File: src/rtl/detector_item_nao_reciclavel_if.sv
// Sensor inputs and count/status outputs of the item detector, bundled so the
// sorting-line top level can pass them around as a single port.
interface detector_item_nao_reciclavel_if;
    logic sensor_presence;
    logic sensor_material;
    logic count_nr;
    logic count_r;
    logic busy;
    logic fault;

    // Driver side: the sensors (or a bench) drive the inputs and observe the results.
    modport master (
        output sensor_presence,
        output sensor_material,
        input  count_nr,
        input  count_r,
        input  busy,
        input  fault
    );

    // Detector side.
    modport slave (
        input  sensor_presence,
        input  sensor_material,
        output count_nr,
        output count_r,
        output busy,
        output fault
    );
endinterface

File: src/rtl/detector_item_nao_reciclavel.sv
// Item detector for the sorting line: debounces the presence sensor, classifies
// each item by the material sensor at acceptance time and emits exactly one
// single-cycle count pulse per physical item (count_nr / count_r). An item that
// stays in front of the sensor for too long raises fault until the sensor has
// been clear for a full debounce window.
module detector_item_nao_reciclavel #(
    parameter int DEBOUNCE_CYCLES = 4,
    parameter int STUCK_CYCLES    = 16
) (
    input logic                            clock,
    input logic                            clear,
    detector_item_nao_reciclavel_if.slave  bus
);

    localparam int MAX_COUNT = (DEBOUNCE_CYCLES > STUCK_CYCLES) ? DEBOUNCE_CYCLES : STUCK_CYCLES;
    localparam int CW        = $clog2(MAX_COUNT + 1);

    localparam logic [CW-1:0] DEB_LIMIT   = CW'(DEBOUNCE_CYCLES);
    localparam logic [CW-1:0] STUCK_LIMIT = CW'(STUCK_CYCLES);

    typedef enum logic [2:0] {
        IDLE,
        DEBOUNCE,
        EMIT,
        WAIT_CLEAR,
        FAULT
    } state_t;

    state_t        state_q, state_d;
    logic [CW-1:0] cnt_q, cnt_d;   // consecutive high samples while debouncing
    logic [CW-1:0] lo_q,  lo_d;    // consecutive low samples after the pulse / in FAULT
    logic [CW-1:0] hi_q,  hi_d;    // high samples accumulated after the pulse

    logic count_nr_q;
    logic count_r_q;
    logic busy_q;
    logic fault_q;

    // Saturating increment: counters stop at their limit instead of wrapping.
    function automatic logic [CW-1:0] sat_inc(input logic [CW-1:0] value,
                                              input logic [CW-1:0] limit);
        return (value < limit) ? value + 1'b1 : value;
    endfunction

    // Next-state and counter update logic.
    always_comb begin
        // NOTE: every variable gets a default before the case so no path leaves it unassigned (no latches).
        state_d = state_q;
        cnt_d   = cnt_q;
        lo_d    = lo_q;
        hi_d    = hi_q;

        case (state_q)
            IDLE: begin
                if (bus.sensor_presence) begin
                    state_d = DEBOUNCE;
                    cnt_d   = CW'(1);
                end
            end

            DEBOUNCE: begin
                if (bus.sensor_presence) begin
                    cnt_d = sat_inc(cnt_q, DEB_LIMIT);
                    if (cnt_d == DEB_LIMIT) begin
                        state_d = EMIT;
                        cnt_d   = '0;
                    end
                end else begin
                    // Glitch shorter than the debounce window: drop it silently.
                    state_d = IDLE;
                    cnt_d   = '0;
                end
            end

            EMIT: begin
                // The pulse is already on the output; the sample taken here is ignored.
                state_d = WAIT_CLEAR;
                lo_d    = '0;
                hi_d    = '0;
            end

            WAIT_CLEAR: begin
                if (bus.sensor_presence) begin
                    lo_d = '0;
                    hi_d = sat_inc(hi_q, STUCK_LIMIT);
                end else begin
                    lo_d = sat_inc(lo_q, DEB_LIMIT);
                end
                // A stuck item takes priority over the item leaving.
                if (hi_d == STUCK_LIMIT) begin
                    state_d = FAULT;
                    lo_d    = '0;
                    hi_d    = '0;
                end else if (lo_d == DEB_LIMIT) begin
                    state_d = IDLE;
                    lo_d    = '0;
                    hi_d    = '0;
                end
            end

            FAULT: begin
                lo_d = bus.sensor_presence ? '0 : sat_inc(lo_q, DEB_LIMIT);
                if (lo_d == DEB_LIMIT) begin
                    state_d = IDLE;
                    lo_d    = '0;
                end
            end

            default: begin
                state_d = IDLE;
                cnt_d   = '0;
                lo_d    = '0;
                hi_d    = '0;
            end
        endcase
    end

    // State and counter registers with synchronous active-low clear.
    always_ff @(posedge clock) begin
        // NOTE: sequential state uses non-blocking assignments so every flop samples pre-edge values.
        if (!clear) begin
            state_q <= IDLE;
            cnt_q   <= '0;
            lo_q    <= '0;
            hi_q    <= '0;
        end else begin
            state_q <= state_d;
            cnt_q   <= cnt_d;
            lo_q    <= lo_d;
            hi_q    <= hi_d;
        end
    end

    // Registered outputs decoded from the next state; the material bit is
    // captured on the same edge that accepts the item.
    always_ff @(posedge clock) begin
        if (!clear) begin
            count_nr_q <= 1'b0;
            count_r_q  <= 1'b0;
            busy_q     <= 1'b0;
            fault_q    <= 1'b0;
        end else begin
            count_nr_q <= (state_d == EMIT) && !bus.sensor_material;
            count_r_q  <= (state_d == EMIT) &&  bus.sensor_material;
            busy_q     <= (state_d != IDLE);
            fault_q    <= (state_d == FAULT);
        end
    end

    assign bus.count_nr = count_nr_q;
    assign bus.count_r  = count_r_q;
    assign bus.busy     = busy_q;
    assign bus.fault    = fault_q;

endmodule
File: src/flat_wrapper.sv
// flat-port wrapper written by rule: the top's interface ports become plain ports
module detector_item_nao_reciclavel_flat 
#(
    parameter int DEBOUNCE_CYCLES = 4,
    parameter int STUCK_CYCLES    = 16
)
  (clock, clear, bus_sensor_presence, bus_sensor_material, bus_count_nr, bus_count_r, bus_busy, bus_fault);
  detector_item_nao_reciclavel_if bus_i ();
  input logic clock;
  input logic clear;
  input wire logic [$bits(bus_i.sensor_presence)-1:0] bus_sensor_presence;
  input wire logic [$bits(bus_i.sensor_material)-1:0] bus_sensor_material;
  output wire logic [$bits(bus_i.count_nr)-1:0] bus_count_nr;
  output wire logic [$bits(bus_i.count_r)-1:0] bus_count_r;
  output wire logic [$bits(bus_i.busy)-1:0] bus_busy;
  output wire logic [$bits(bus_i.fault)-1:0] bus_fault;
  assign bus_i.sensor_presence = bus_sensor_presence;
  assign bus_i.sensor_material = bus_sensor_material;
  assign bus_count_nr = bus_i.count_nr;
  assign bus_count_r = bus_i.count_r;
  assign bus_busy = bus_i.busy;
  assign bus_fault = bus_i.fault;
  detector_item_nao_reciclavel #(.DEBOUNCE_CYCLES(DEBOUNCE_CYCLES), .STUCK_CYCLES(STUCK_CYCLES)) u_core (.clock(clock), .clear(clear), .bus(bus_i));
endmodule
File: config.mk
export PLATFORM = sky130hd
export DESIGN_NAME = detector_item_nao_reciclavel_flat
export DESIGN_NICKNAME = d
export VERILOG_FILES = /design/src/rtl/detector_item_nao_reciclavel_if.sv /design/src/rtl/detector_item_nao_reciclavel.sv /design/src/flat_wrapper.sv
export SDC_FILE = /design/constraint.sdc
export NUM_CORES = 1
export LEC_CHECK = 0
export ABC_CLOCK_PERIOD_IN_PS = 1500
export BUFFER_PORTS_ARGS = -buffer_cell sky130_fd_sc_hd__buf_4
export CAP_MARGIN = 10
export CORE_MARGIN = 2
export CORE_UTILIZATION = 40
export CTS_BUF_LIST = sky130_fd_sc_hd__clkbuf_8
export CTS_CLUSTER_DIAMETER = 200
export DETAILED_ROUTE_END_ITERATION = 10
export GPL_TIMING_DRIVEN = 0
export PLACE_DENSITY_LB_ADDON = 0.1
export SLEW_MARGIN = 20
export SYNTH_ARGS = -nofsm -noshare
export SYNTH_HDL_FRONTEND = slang
export SYNTH_SLANG_ARGS = --single-unit
File: constraint.sdc
create_clock -name clock -period 1.5 [get_ports clock]
set_clock_uncertainty 0.05 [all_clocks]
set_input_delay 0.075 -clock clock [delete_from_list [all_inputs] [get_ports clock]]
set_output_delay 0.075 -clock clock [all_outputs]
set_load 0.01 [all_outputs]
==> flow_results.xml <==
<?xml version="1.0" encoding="UTF-8"?>
<metrics>
  <group name="synth">
    <metric name="ys_top_cells_by_area" unit="">sky130_fd_sc_hd__dfxtp_1 32%, sky130_fd_sc_hd__nor2_1 5.6%, sky130_fd_sc_hd__nand2_1 3.8%, sky130_fd_sc_hd__nor3b_1 3.2%, sky130_fd_sc_hd__a21oi_1 2.9%</metric>
    <metric name="post_synth_instance_area" unit="um2">1398</metric>
    <metric name="yosysMostFrequentCell" unit="">sky130_fd_sc_hd__dfxtp_1</metric>
    <metric name="yosys.area.top_type_share" unit="%">31.51</metric>
    <metric name="synth_commonest_cells" unit="">22 x sky130_fd_sc_hd__dfxtp_1, 21 x sky130_fd_sc_hd__nor2_1, 14 x sky130_fd_sc_hd__nand2_1</metric>
    <metric name="synthCells" unit="">166</metric>
    <metric name="synthesis.nets" unit="">173</metric>
    <metric name="synth_seq_area_share" unit="%">31.51</metric>
    <metric name="synth_cell_types" unit="">51</metric>
    <metric name="synthesis.area_per_instance" unit="um2">8.419</metric>
    <metric name="async_reset_ff_share" unit="%">0</metric>
    <metric name="yosys.area.top_type" unit="">sky130_fd_sc_hd__dfxtp_1</metric>
    <metric name="synth_enable_flop_cells" unit="">0</metric>
    <metric name="ys_ff_latch" unit="">22</metric>
    <metric name="postSynth.topFlopCell" unit="">sky130_fd_sc_hd__dfxtp_1</metric>
    <metric name="synth.yosys.warnings" unit="">0</metric>
  </group>
  <group name="detailed_routing">
    <metric name="detailroute.via_count" unit="">1351</metric>
    <metric name="residual_antenna_violating_net_count_after_detailed_routing" unit="">0</metric>
    <metric name="route.detailed.drc" unit="">0</metric>
    <metric name="post_drt_wl_per_cell" unit="um">14.63</metric>
    <metric name="detail_route.iter0.violations" unit="">60</metric>
    <metric name="route.detailed.vias_per_inst" unit="">5.676</metric>
    <metric name="number_of_detailed_route_iterations_in_the_first_pass" unit="">4</metric>
    <metric name="routed_wirelength" unit="mm">3.482</metric>
  </group>
  <group name="pwr">
    <metric name="p_per_area" unit="nW/um2">622.9</metric>
    <metric name="post-layout-total-power" unit="W">0.001132</metric>
    <metric name="vdd_ir_drop_max" unit="mV">0.2700</metric>
    <metric name="total_leakage_power" unit="nW">0.6760</metric>
  </group>
  <group name="clock_tree">
    <metric name="clk_latency" unit="ns">0.27</metric>
    <metric name="clk_path_buf_depth" unit="">2</metric>
    <metric name="clk_transition_reported_paths" unit="ns">0.08</metric>
    <metric name="cts_root_buf" unit="">sky130_fd_sc_hd__clkbuf_8</metric>
    <metric name="cts_htree_levels" unit="">1</metric>
    <metric name="cts_made_buffers" unit="">3</metric>
    <metric name="numClockSinks" unit="">22</metric>
    <metric name="cts_tree" unit="">yes</metric>
  </group>
  <group name="layout">
    <metric name="final_layout_size_suffix_gt1_share" unit="%">33.33</metric>
    <metric name="final_cell_count_no_fill" unit="">238</metric>
    <metric name="antenna_cells" unit="">0</metric>
    <metric name="nets" unit="">200</metric>
    <metric name="area_delta_synth_final" unit="%">29.99</metric>
  </group>
  <group name="critical_path">
    <metric name="worst_setup_ep_type" unit="">flip-flop</metric>
    <metric name="worstSetupStartpointType" unit="">flip-flop</metric>
    <metric name="crit_required" unit="ns">1.60</metric>
    <metric name="timing.reg2reg.worst_path_depth" unit="">8</metric>
    <metric name="setup.worst_path.class" unit="">flip-flop to flip-flop</metric>
    <metric name="critical_path.max_fanout" unit="">8</metric>
    <metric name="critical_path_arrival" unit="ns">1.84</metric>
  </group>
  <group name="floorplan">
    <metric name="fp.dieW" unit="um">63.11</metric>
    <metric name="area_of_the_core" unit="um2">3337</metric>
    <metric name="fp.dieH" unit="um">63.11</metric>
    <metric name="fp.dieArea" unit="um2">3983</metric>
    <metric name="initial_utilization" unit="%">41.88</metric>
    <metric name="fp-row-count" unit="">21</metric>
    <metric name="i_o_pins" unit="">8</metric>
  </group>
  <group name="global_routing">
    <metric name="grt_remaining_overflow" unit="">0</metric>
    <metric name="global_route_usage_over_all_layers" unit="%">18.60</metric>
    <metric name="grt_first_pass_wirelength" unit="mm">5.975</metric>
    <metric name="antenna_found_initial" unit="">0</metric>
    <metric name="first_global_vias" unit="">1323</metric>
    <metric name="grt_max_degree" unit="">13</metric>
  </group>
  <group name="sta">
    <metric name="least_margin_pin_slew" unit="ns">0.4158</metric>
    <metric name="finalWorstPathRequiredPeriod" unit="ns">1.735</metric>
    <metric name="hold_violations" unit="">0</metric>
    <metric name="number_of_max_slew_violations_in_the_final_report" unit="">0</metric>
    <metric name="max_freq" unit="GHz">0.5764</metric>
    <metric name="final-setup-viol-count" unit="">15</metric>
    <metric name="fin_ws" unit="ns">-0.2350</metric>
    <metric name="rsz_0062_raised_after_global_routing" unit="">true</metric>
    <metric name="fin_crit_sh" unit="%">115.7</metric>
    <metric name="timing.slew.headroom" unit="%">72.06</metric>
  </group>
  <group name="run_status">
    <metric name="status" unit="">finished, violations left</metric>
    <metric name="failed_checks" unit="">setup timing</metric>
  </group>
  <group name="hold_path">
    <metric name="min_path_cells" unit="">3</metric>
    <metric name="hold_path_class" unit="">input pin to flip-flop</metric>
  </group>
  <group name="job">
    <metric name="cap_viol_max_count" unit="">0</metric>
  </group>
  <group name="placement">
    <metric name="placed_instance_count" unit="">219</metric>
    <metric name="finalWeightedCongestion" unit="">0.8168</metric>
    <metric name="dp.final_hpwl" unit="mm">2.434</metric>
    <metric name="numPortBuffers" unit="">7</metric>
  </group>
</metrics>
what timing repair did:
action	4_1_cts	5_1_grt
hold buffers	1	0
setup endpoints to repair	18	16
gates resized for setup	9	5
hold endpoints to repair	2	0
pin swaps	18	4
cloned	0	0
buffers inserted	10	4
final timing paths:
| check | slack [ns] | end | start |
|---|---|---|---|
| min | 0.09 | u_core.hi_q[0]$_SDFFE_PN0N_ | clear |
| max | -0.23 | u_core.lo_q[3]$_SDFFE_PN0N_ | u_core.hi_q[0]$_SDFFE_PN0N_ |
| max reg2reg | -0.23 | u_core.lo_q[3]$_SDFFE_PN0N_ | u_core.hi_q[0]$_SDFFE_PN0N_ |
| min reg2reg | 0.45 | u_core.cnt_q[3]$_SDFFE_PN0P_ | u_core.cnt_q[3]$_SDFFE_PN0P_ |
cells in the final DEF (no fill, tap or decap), types with 2 or more instances in the layout:
master | synthesis | final
sky130_fd_sc_hd__buf_2 | 4 | 4
sky130_fd_sc_hd__and2_1 | 2 | 2
sky130_fd_sc_hd__dfxtp_2 | 0 | 3
sky130_fd_sc_hd__and4b_1 | 3 | 3
sky130_fd_sc_hd__o21ai_1 | 4 | 5
sky130_fd_sc_hd__inv_1 | 3 | 3
sky130_fd_sc_hd__nor2b_1 | 3 | 3
sky130_fd_sc_hd__dfxtp_4 | 0 | 3
sky130_fd_sc_hd__buf_6 | 2 | 2
sky130_fd_sc_hd__nand2_1 | 14 | 14
sky130_fd_sc_hd__nor3_1 | 2 | 2
sky130_fd_sc_hd__and3_1 | 3 | 3
sky130_fd_sc_hd__a21oi_2 | 0 | 2
sky130_fd_sc_hd__o211ai_1 | 3 | 3
sky130_fd_sc_hd__dfxtp_1 | 22 | 16
sky130_fd_sc_hd__clkbuf_8 | 1 | 5
sky130_fd_sc_hd__o221a_1 | 2 | 2
sky130_fd_sc_hd__buf_4 | 0 | 20
sky130_fd_sc_hd__nand4_1 | 2 | 2
sky130_fd_sc_hd__nor2_1 | 21 | 20
sky130_fd_sc_hd__a31oi_1 | 6 | 5
sky130_fd_sc_hd__nand3_1 | 7 | 7
sky130_fd_sc_hd__nor3b_2 | 1 | 2
sky130_fd_sc_hd__clkbuf_1 | 2 | 2
sky130_fd_sc_hd__o21a_1 | 2 | 2
sky130_fd_sc_hd__nor3b_1 | 6 | 5
sky130_fd_sc_hd__nand2b_1 | 2 | 2
sky130_fd_sc_hd__nand3b_1 | 2 | 2
sky130_fd_sc_hd__a21oi_1 | 8 | 6
sky130_fd_sc_hd__o32ai_1 | 3 | 2
sky130_fd_sc_hd__o21ai_0 | 7 | 6
sky130_fd_sc_hd__nor3_2 | 3 | 2
sky130_fd_sc_hd__ha_4 | 0 | 3
layout make-up:
| cell class | count | area, um2 |
|---|---|---|
| clock buffers | 4 | 55.05 |
| repair buffers | 22 | 180.2 |
| inverters | 3 | 11.26 |
| well taps | 46 | 57.56 |
| flip-flops and latches | 22 | 455.4 |
| plain buffers | 9 | 63.81 |
| multi-input cells | 132 | 993.5 |
| fillers | 326 | 1520 |
cell families (layout without fill, tap and decap cells):
group | Yosys count | count (layout) | synth area share [%]
multiplexers | 1 | 1 | 0.9846
XOR/XNOR | 1 | 1 | 0.6268
AND/OR/NAND/NOR | 81 | 81 | 34.38
flip-flops | 22 | 22 | 31.51
buffers and inverters | 12 | 38 | 5.371
AO/OA/AOI/OAI | 46 | 46 | 24.44
adder cells (fa/ha/maj) | 3 | 3 | 2.686
power by group:
group / leakage (nW) / internal (W) / switching, W
sequential: 0.182 / 0.000585 / 0.00000428
combinational: 0.465 / 0.0000448 / 0.0000606
clock: 0.0288 / 0.000234 / 0.000202
stage by stage:
step	setup slack [ns]	instance area, um2	hold WS [ns]	setup TNS, ns	util, %
3_5_place_dp	-0.2369	1553	0.1938	-1.799	46.53
6_report	-0.2350	1817	0.09328	-2.426	54.44
5_1_grt	-0.3095	1817	0.1182	-3.781	54.44
4_1_cts	-0.1537	1754	0.07699	-1.126	52.57
3_3_place_gp	-0.2092	1553	0.1923	-1.551	46.53
2_1_floorplan	-0.08285	1443	0.09738	-0.1978	-
registers in the layout, summed over array words and instances, names as in the netlist:
name	count
u_core.cnt_q	5
u_core.lo_q	5
u_core.bus.count_r	1
u_core.bus.fault	1
u_core.bus.count_nr	1
u_core.bus.busy	1
u_core.hi_q	5
u_core.state_q	3
per-layer routing:
layer	routed length, um	share of wire, %	vias up	track usage [%]
li1	-	-	666	-
met1	1561	45	647	23.40
met2	1739	50	33	32.18
met3	133	3.8	5	2.679
met4	46	1.3	0	6.667
met5	0	0	-	0
critical path: stages (launching register included):
cell and delay (ns):
sky130_fd_sc_hd__dfxtp_4 0.37, sky130_fd_sc_hd__ha_4 0.17, sky130_fd_sc_hd__xor2_2 0.14, sky130_fd_sc_hd__nor3_2 0.24, sky130_fd_sc_hd__buf_4 0.16, sky130_fd_sc_hd__o211ai_4 0.13, sky130_fd_sc_hd__buf_4 0.18, sky130_fd_sc_hd__nand2_1 0.09
sky130_fd_sc_hd__o21ai_1 0.09
Power figures use the tool's default switching activity.
